## config.mk

```make
export PLATFORM = sky130hd
export DESIGN_NAME = acl_txbuf_ctrl
export DESIGN_NICKNAME = d
export VERILOG_FILES = /design/src/rtl/acl_txbuf_ctrl.sv
export SDC_FILE = /design/constraint.sdc
export NUM_CORES = 1
export LEC_CHECK = 0
export ABC_AREA = 1
export ABC_CLOCK_PERIOD_IN_PS = 1900
export CAP_MARGIN = 20
export CELL_PAD_IN_SITES_DETAIL_PLACEMENT = 1
export CELL_PAD_IN_SITES_GLOBAL_PLACEMENT = 2
export CORE_AREA = 2 2 104 96
export CTS_CLUSTER_SIZE = 12
export DETAILED_ROUTE_END_ITERATION = 8
export DIE_AREA = 0 0 106 98
export PLACE_DENSITY = 0.77
export SYNTH_ARGS = -nofsm -noshare
export SYNTH_HDL_FRONTEND = slang
export SYNTH_SLANG_ARGS = --single-unit
export TNS_END_PERCENT = 100
```

## constraint.sdc

```tcl
create_clock -name clk_6M -period 1.9 [get_ports clk_6M]
set_input_delay 0.57 -clock clk_6M [delete_from_list [all_inputs] [get_ports clk_6M]]
set_output_delay 0.57 -clock clk_6M [all_outputs]
set_load 0.01 [all_outputs]
```

## src/rtl/acl_txbuf_ctrl.sv

```systemverilog
`default_nettype none
// ============================================================================
// Module   : acl_txbuf_ctrl
// Brief    : Ping-pong ACL TX payload buffer controller for the active link.
//            Decides new / retransmit / flush per TX ACL slot from the ARQN
//            of the previous RX slot. It drives buffer selects, SEQN toggle
//            requests and buffer-release interrupts.
// Revision : 1.0 - initial release
// ============================================================================
module acl_txbuf_ctrl #(
    parameter int MAX_RETX = 8,
    parameter int LEN_W    = 10
) (
    input  logic             clk_6M,
    input  logic             rstz,
    input  logic             conns_new,
    input  logic             ms_tslot_p,
    input  logic             pk_encode,
    input  logic             tx_acl_slot,
    input  logic             rx_arqn,
    input  logic             rx_hdr_ok,
    input  logic             regi_wrdone_p,
    input  logic [LEN_W-1:0] regi_buflen,
    input  logic             regi_flushcmd_p,
    output logic             txbuf_rdsel,
    output logic             txbuf_wrsel,
    output logic [LEN_W-1:0] txbuf_len,
    output logic             send_data,
    output logic             send_null,
    output logic             chgbufcmd_p,
    output logic             buf_free_p,
    output logic             wr_overrun_p,
    output logic [7:0]       retx_cnt
);

    // SEND = first transmission of a payload issued, WAIT = retransmitting,
    // FLUSH = zero-length continuation sent in place of the stale payload.
    typedef enum logic [1:0] {
        ST_IDLE  = 2'd0,
        ST_SEND  = 2'd1,
        ST_WAIT  = 2'd2,
        ST_FLUSH = 2'd3
    } state_t;

    state_t           r_state,      w_state_nxt;
    logic             r_rdsel,      w_rdsel_nxt;
    logic             r_full_a,     w_full_a_nxt;
    logic             r_full_b,     w_full_b_nxt;
    logic [LEN_W-1:0] r_len_a,      w_len_a_nxt;
    logic [LEN_W-1:0] r_len_b,      w_len_b_nxt;
    logic             r_flush_req,  w_flush_req_nxt;
    logic [7:0]       r_retx,       w_retx_nxt;
    logic             r_send_data,  w_send_data_nxt;
    logic             r_send_null,  w_send_null_nxt;
    logic [LEN_W-1:0] r_txlen,      w_txlen_nxt;
    logic             r_chg,        w_chg_nxt;
    logic             r_free,       w_free_nxt;
    logic             r_ovr,        w_ovr_nxt;

    logic             w_decide;
    logic             w_ack;
    logic             w_full_rd;
    logic             w_full_wr;
    logic [LEN_W-1:0] w_len_rd;
    logic [LEN_W-1:0] w_len_wr;
    logic             w_flush_any;
    logic [7:0]       w_retx_inc;
    logic             w_retx_limit;

    // Only a TX slot carrying ACL for this link is a decision point.
    assign w_decide     = ms_tslot_p & pk_encode & tx_acl_slot;
    // A lost or corrupted RX header is treated as a NAK.
    assign w_ack        = rx_arqn & rx_hdr_ok;
    assign w_full_rd    = r_rdsel ? r_full_b : r_full_a;
    assign w_full_wr    = r_rdsel ? r_full_a : r_full_b;
    assign w_len_rd     = r_rdsel ? r_len_b  : r_len_a;
    assign w_len_wr     = r_rdsel ? r_len_a  : r_len_b;
    // A flush command arriving in the decision cycle itself is honoured too.
    assign w_flush_any  = r_flush_req | regi_flushcmd_p;
    assign w_retx_inc   = (r_retx == 8'hFF) ? 8'hFF : (r_retx + 8'd1);
    assign w_retx_limit = (MAX_RETX != 0) && (int'(w_retx_inc) == MAX_RETX);

    // Next-state and registered-output decode: write path every cycle, slot decision on D only.
    always_comb begin
        w_state_nxt     = r_state;
        w_rdsel_nxt     = r_rdsel;
        w_full_a_nxt    = r_full_a;
        w_full_b_nxt    = r_full_b;
        w_len_a_nxt     = r_len_a;
        w_len_b_nxt     = r_len_b;
        w_flush_req_nxt = w_flush_any;
        w_retx_nxt      = r_retx;
        w_send_data_nxt = r_send_data;
        w_send_null_nxt = r_send_null;
        w_txlen_nxt     = r_txlen;
        w_chg_nxt       = 1'b0;
        w_free_nxt      = 1'b0;
        w_ovr_nxt       = 1'b0;

        // MCU write completion always targets the buffer not being read.
        if (regi_wrdone_p) begin
            if (w_full_wr) begin
                w_ovr_nxt = 1'b1;
            end else if (r_rdsel) begin
                w_full_a_nxt = 1'b1;
                w_len_a_nxt  = regi_buflen;
            end else begin
                w_full_b_nxt = 1'b1;
                w_len_b_nxt  = regi_buflen;
            end
        end

        if (w_decide) begin
            w_flush_req_nxt = 1'b0;
            case (r_state)
                ST_IDLE: begin
                    if (w_full_rd) begin
                        w_state_nxt     = ST_SEND;
                        w_send_data_nxt = 1'b1;
                        w_send_null_nxt = 1'b0;
                        w_txlen_nxt     = w_len_rd;
                        w_retx_nxt      = 8'd0;
                    end else if (w_full_wr) begin
                        w_rdsel_nxt     = ~r_rdsel;
                        w_chg_nxt       = 1'b1;
                        w_state_nxt     = ST_SEND;
                        w_send_data_nxt = 1'b1;
                        w_send_null_nxt = 1'b0;
                        w_txlen_nxt     = w_len_wr;
                        w_retx_nxt      = 8'd0;
                    end else begin
                        w_send_data_nxt = 1'b0;
                        w_send_null_nxt = 1'b1;
                        w_txlen_nxt     = '0;
                    end
                end
                default: begin
                    if (w_ack) begin
                        // Acknowledged: release the read buffer; an ack beats a pending flush.
                        w_free_nxt = 1'b1;
                        if (r_rdsel) begin
                            w_full_b_nxt = 1'b0;
                        end else begin
                            w_full_a_nxt = 1'b0;
                        end
                        if (w_full_wr) begin
                            w_rdsel_nxt     = ~r_rdsel;
                            w_chg_nxt       = 1'b1;
                            w_state_nxt     = ST_SEND;
                            w_send_data_nxt = 1'b1;
                            w_send_null_nxt = 1'b0;
                            w_txlen_nxt     = w_len_wr;
                            w_retx_nxt      = 8'd0;
                        end else begin
                            w_state_nxt     = ST_IDLE;
                            w_send_data_nxt = 1'b0;
                            w_send_null_nxt = 1'b1;
                            w_txlen_nxt     = '0;
                        end
                    end else begin
                        // NAK: resend with the same SEQN, either the payload or a flush.
                        w_retx_nxt      = w_retx_inc;
                        w_send_data_nxt = 1'b1;
                        w_send_null_nxt = 1'b0;
                        if ((r_state == ST_FLUSH) || w_flush_any || w_retx_limit) begin
                            w_state_nxt = ST_FLUSH;
                            w_txlen_nxt = '0;
                        end else begin
                            w_state_nxt = ST_WAIT;
                            w_txlen_nxt = w_len_rd;
                        end
                    end
                end
            endcase
        end
    end

    // State and output registers; conns_new wipes everything without signalling a release.
    always_ff @(posedge clk_6M or negedge rstz) begin
        if (!rstz) begin
            r_state     <= ST_IDLE;
            r_rdsel     <= 1'b0;
            r_full_a    <= 1'b0;
            r_full_b    <= 1'b0;
            r_len_a     <= '0;
            r_len_b     <= '0;
            r_flush_req <= 1'b0;
            r_retx      <= 8'd0;
            r_send_data <= 1'b0;
            r_send_null <= 1'b1;
            r_txlen     <= '0;
            r_chg       <= 1'b0;
            r_free      <= 1'b0;
            r_ovr       <= 1'b0;
        end else if (conns_new) begin
            r_state     <= ST_IDLE;
            r_rdsel     <= 1'b0;
            r_full_a    <= 1'b0;
            r_full_b    <= 1'b0;
            r_len_a     <= '0;
            r_len_b     <= '0;
            r_flush_req <= 1'b0;
            r_retx      <= 8'd0;
            r_send_data <= 1'b0;
            r_send_null <= 1'b1;
            r_txlen     <= '0;
            r_chg       <= 1'b0;
            r_free      <= 1'b0;
            r_ovr       <= 1'b0;
        end else begin
            r_state     <= w_state_nxt;
            r_rdsel     <= w_rdsel_nxt;
            r_full_a    <= w_full_a_nxt;
            r_full_b    <= w_full_b_nxt;
            r_len_a     <= w_len_a_nxt;
            r_len_b     <= w_len_b_nxt;
            r_flush_req <= w_flush_req_nxt;
            r_retx      <= w_retx_nxt;
            r_send_data <= w_send_data_nxt;
            r_send_null <= w_send_null_nxt;
            r_txlen     <= w_txlen_nxt;
            r_chg       <= w_chg_nxt;
            r_free      <= w_free_nxt;
            r_ovr       <= w_ovr_nxt;
        end
    end

    assign txbuf_rdsel  = r_rdsel;
    assign txbuf_wrsel  = ~r_rdsel;
    assign txbuf_len    = r_txlen;
    assign send_data    = r_send_data;
    assign send_null    = r_send_null;
    assign chgbufcmd_p  = r_chg;
    assign buf_free_p   = r_free;
    assign wr_overrun_p = r_ovr;
    assign retx_cnt     = r_retx;

endmodule
`default_nettype wire

```

# Word-level counts from Yosys, hierarchy flattened
# Cells that the tools add are included.
[word_totals]
out_inout_bits = 25
word_cells = 119
in_bits = 20
ff_bits = 49
[op_classes]
bitwise = 5
n_addsub = 1
n_reduce_logical = 11
mux = 81
eq_ne = 7
[ops]
columns = ["operator", "n"]
rows = [
  ["two-way mux 10 bit", 17],
  ["two-way mux 8 bit", 7],
  ["two-way mux 1 bit", 51],
  ["two-way mux 2 bit", 6],
  ["AND reduction 3 bit", 3],
  ["adder 8 x 1 -> 8 bit (second input constant)", 1],
  ["== test 8 x 5 -> 1 bit (second input constant)", 1],
  ["== test 8 bit (second input constant)", 1],
  ["nonzero test 2 bit", 3],
  ["inequality test 2 bit (second input constant)", 2],
  ["inequality test 4 bit (second input constant)", 1],
  ["bitwise AND 1 bit", 3],
  ["inequality test 3 bit (second input constant)", 1],
  ["nonzero test 3 bit", 1],
  ["== test 2 bit (second input constant)", 1],
  ["logical NOT 2 bit", 1],
  ["logical OR 1 bit", 2],
  ["AND reduction 2 bit", 1],
  ["NOT 1 bit", 1],
  ["bitwise OR 1 bit", 1],
]

# Logic depth before layout (Yosys ltp)
[logic_depth]
depth_word = 9
mapped_depth = 14
depth_no_buf = 13

# Least setup slack after synthesis
# No wires, ideal clock.
[synth_path]
path_type = "reg2reg"
start = "register r_retx[0], in the netlist retx_cnt[0]"
end = "register r_txlen[1], in the netlist txbuf_len[1]"
arrival_time_ns = 1.508
period_less_slack_ns = 1.624
path_slack_ns = 0.276
setup_ns = 0.117
n_path_buf = 1
required_ns = 1.783
path_stages_with_launch = 14
cell_sequence = "dfrtp_1 ha_1 nand2_1 nor2_2 nand2_1 nand2_1 o21ai_1 nor2_1 nand2_1 buf_6 nand3_1 nand2_1 nand2_1 nand2_1"
[synth_via]
elab_chain_len = 9
word_cells_on_any_way = 10
cone_classes = "1 x add/sub; 2 x eq/ne; 6 x mux; 1 x reduce/logical"
[synth_rtl]
columns = ["item", "line_no", "text"]
rows = [
  ["from (decl)", "52", "logic [7:0] r_retx, w_retx_nxt;"],
  ["from (signal assigned)", "218", "r_retx <= w_retx_nxt;"],
  ["adder 8 x 1 -> 8 bit / == test 8 bit (equally long branches)", "80", "assign w_retx_inc = (r_retx == 8'hFF) ? 8'hFF : (r_retx + 8'd1);"],
  ["two-way mux 8 bit *", "80", ""],
  ["== test 8 x 5 -> 1 bit *", "81", "assign w_retx_limit = (MAX_RETX != 0) && (int'(w_retx_inc) == MAX_RETX);"],
  ["logical OR 1 bit *", "165", "if ((r_state == ST_FLUSH) || w_flush_any || w_retx_limit) begin"],
  ["two-way mux 10 bit *", "165", ""],
  ["two-way mux 10 bit *", "138", "if (w_ack) begin"],
  ["two-way mux 10 bit *", "115", "case (r_state)"],
  ["two-way mux 10 bit *", "113", "if (w_decide) begin"],
  ["two-way mux 10 bit *", "195", "end else if (conns_new) begin"],
  ["to (signal assigned)", "221", "r_txlen <= w_txlen_nxt;"],
  ["to (decl)", "55", "logic [LEN_W-1:0] r_txlen, w_txlen_nxt;"],
]
# Mark *: on every way between the ends. The rest lies on a longest branch, timed or not. The select of a mux whose other input is x is not followed.
# A chain may end at the register's enable or synchronous reset.

# Worst setup path in the final report
[layout_path]
start = "register r_retx[7], in the netlist retx_cnt[7]"
end = "output port retx_cnt[7]"
[layout_rtl]
columns = ["item", "line_no", "text"]
rows = [
  ["to (decl)", "33", "output logic [7:0] retx_cnt"],
]
# No word-level cell between the ends.

==> results.md <==
* Max Cap Viol at 0
* Dominant cells by area after synthesis: dfrtp_1 42%, nand2_1 14%, o21ai_0 8.3%
* Final setup viols at 0
* Distinct cells, synth at 32
* Most common cell in the netlist: nand2_1
* Worst-Margin Slew at 497 ps
* #FFs+latches synth at 49
* DRT Pass-1 Iters at 4
* Static Leak at 1.72 nW
* Final critical-path required period at between 1500 and 2000 ps
* Core area at 9400 um^2
* Hold Fails Final Rpt at 0
* Peak VDD IR at between 0.2 and 0.3 mV
* Die Wd at 106 um
* FFs w/ async S/R, synth at 1.00
* Yosys top cell area share at 0.422
* Post-synth EDFFs at 0
* Most used DFF post-synth: dfrtp_1
* RSZ-0062 raised after global routing: true
* Port bufs at 44
* Worst path bufs/invs at 1
* Hold Buf Count CTS at 0
* CP Cell Sequence: clkdlybuf4s50_1
* Syn avg cell area at 7.46 um^2
* Seq/Total Area, Yosys at 0.432
* Row count at 34
* Clk buf depth at 2
* CTS Buf Count at 5
* PwrDens at 611 nW/um^2
* FF-to-FF path depth at 9
* Critical path capture point type: output port
* CP arrival at 1270 ps
* N_diodes at 0
* Die ar. at 10,400 um^2
* Yosys warning total at 0
* Die Span Y at 98 um
* Initial antenna violation count at 0
* Routed vias at 2,649
* Final worst setup slack at 61.1 ps
* Mapped Cells at 381
* Gpl congestion at 0.767
* HP Class: primary input to asynchronous set/reset pin
* Synth cell count leaders: 108 x nand2_1, 48 x dfrtp_1, 47 x inv_1, 47 x o21ai_0, 27 x nor2_1
* Outcome: complete, no violations
* Reg2Reg Setup Slack at 120 ps
* Crit Reg-Reg Startpoint: txbuf_rdsel
* Clock slew at reported path FFs at 100 ps
* F_max at 544 MHz
* CTS tree: built
* GRT Total Usage at 0.153
* Largest net degree at the start of global routing at 31
* Worst slack, placed at -104 ps
* Grt ovf at 0
* Period utilization at 0.968
* Setup TNS at 0 ps
* Initial drt markers at 56
* I/O pin count at 45
* Clock H-tree levels at 2
* Crit path max-delay family: buffers and inverters
* Critical path's largest stage delay at 560 ps
* Final wirelength at 7540 um
* Vias in the first global route at 2,714
* Final antenna-violating net count at 0
* Crit-path max FO at 5
* Synth area leader: dfrtp_1
* Latest clock arrival within the worst-skew pair at around 300 ps
* Clock tree sinks at 49
* Reg2Reg Capture Point: txbuf_len[4]
* Critical path type: flip-flop to output port
* Via density per instance at approximately 4.6
* Layout cells sized above 1 at 0.160
* Avg WL per Cell at 13.1 um
* Syn Nets at 402
* Synthesis-to-finish area growth at 31.6%
* First-pass GRT wire length at 13,100 um
* Design area at 3740 um^2
* Req. time, crit path at 1330 ps
* Worst path slowest cell: clkdlybuf4s50_1
* Synthesized area at 2840 um^2
* Startpoint Class: flip-flop
* Final nets at 469
* Relative slew slack at 0.669
* Area after DPL at 3550 um^2
* Clock Tree Root: clkbuf_8
* DRC at 0
* Detail Placement HPWL at 5870 um
* Initial Util at 0.303
* Max-slew violations at 0
* Layout Skew at 8.75 ps
==> timing repair <==
| action | in CTS | in global routing |
|---|---|---|
| pin swaps | 0 | 2 |
| endpoints found under the setup margin | 8 | 20 |
| hold endpoints to repair | 0 | 0 |
| cloned | 0 | 1 |
| setup buffers | 3 | 4 |
| gates resized for setup | 6 | 17 |
==> sequential cells by signal (all words and copies together), names as in the netlist, 2 cells and up <==
register   count
r_len_a       10
r_len_b       10
r_state        2
retx_cnt       8
txbuf_len     10
==> worst max path at each step <==
stage | startpoint | end | slack (ps) | cells past startpoint
after floorplan | retx_cnt[0] | txbuf_len[1] | 280 | 13
after global placement | conns_new | retx_cnt[1] | -70 | 7
after detailed placement | conns_new | retx_cnt[1] | -100 | 7
after CTS | retx_cnt[0] | r_state[0] | 5 | 10
after global routing | txbuf_rdsel | txbuf_len[1] | -20 | 11
final | retx_cnt[7] | retx_cnt[7] | 60 | 1
==> placed cells by master (no fill, tap or decap), types with 10 or more instances in the layout <==
cell type	instances
buf_4	28
o211ai_1	13
a21oi_1	13
nand2_1	107
clkdlybuf4s50_1	37
mux2_2	10
nor2_1	25
dfrtp_1	47
nand3_1	18
inv_1	46
o21ai_0	44
==> layer usage <==
metal,global-route usage,wire length [um]
met1,0.214,3900
met2,0.255,3410
met3,0.0234,169
met4,0.0304,58
met5,0,0
==> report_power, final <==
group	internal [W]	leakage (nW)	switching, W
Clock	0.000262	0.0445	0.000377
Sequential	0.00111	0.652	0.0000434
Combinational	0.000220	1.03	0.000275
Total	0.00159	1.72	0.000695
==> cells by family after synthesis <==
family                   Yosys count  synth area share
adder cells (fa/ha/maj)            1           0.00440
flip-flops                        49             0.432
AO/OA/AOI/OAI                     88             0.180
buffers and inverters             68             0.107
AND/OR/NAND/NOR                  165             0.237
multiplexers                      10            0.0396
==> final cells by class <==
| type | count | area (um^2) |
|---|---|---|
| Timing Repair Buffer | 76 | 713 |
| Sequential cell | 49 | 1230 |
| Fill cell | 1172 | 5660 |
| Multi-Input combinational cell | 265 | 1360 |
| Inverter | 51 | 191 |
| Clock buffer | 5 | 68.8 |
| Tap cell | 126 | 158 |
| Clock inverter | 3 | 21.3 |
==> stage by stage <==
stage	utilization	hold WS (ps)	power [W]	instances
final	0.398	221	0.00229	575
after detailed placement	0.378	468	0.00167	559
after floorplan	-	274	0.00144	381
after global placement	0.378	453	0.00166	559
after global routing	0.398	241	0.00244	575
after CTS	0.389	233	0.00232	570
Power figures use the tool's default switching activity.
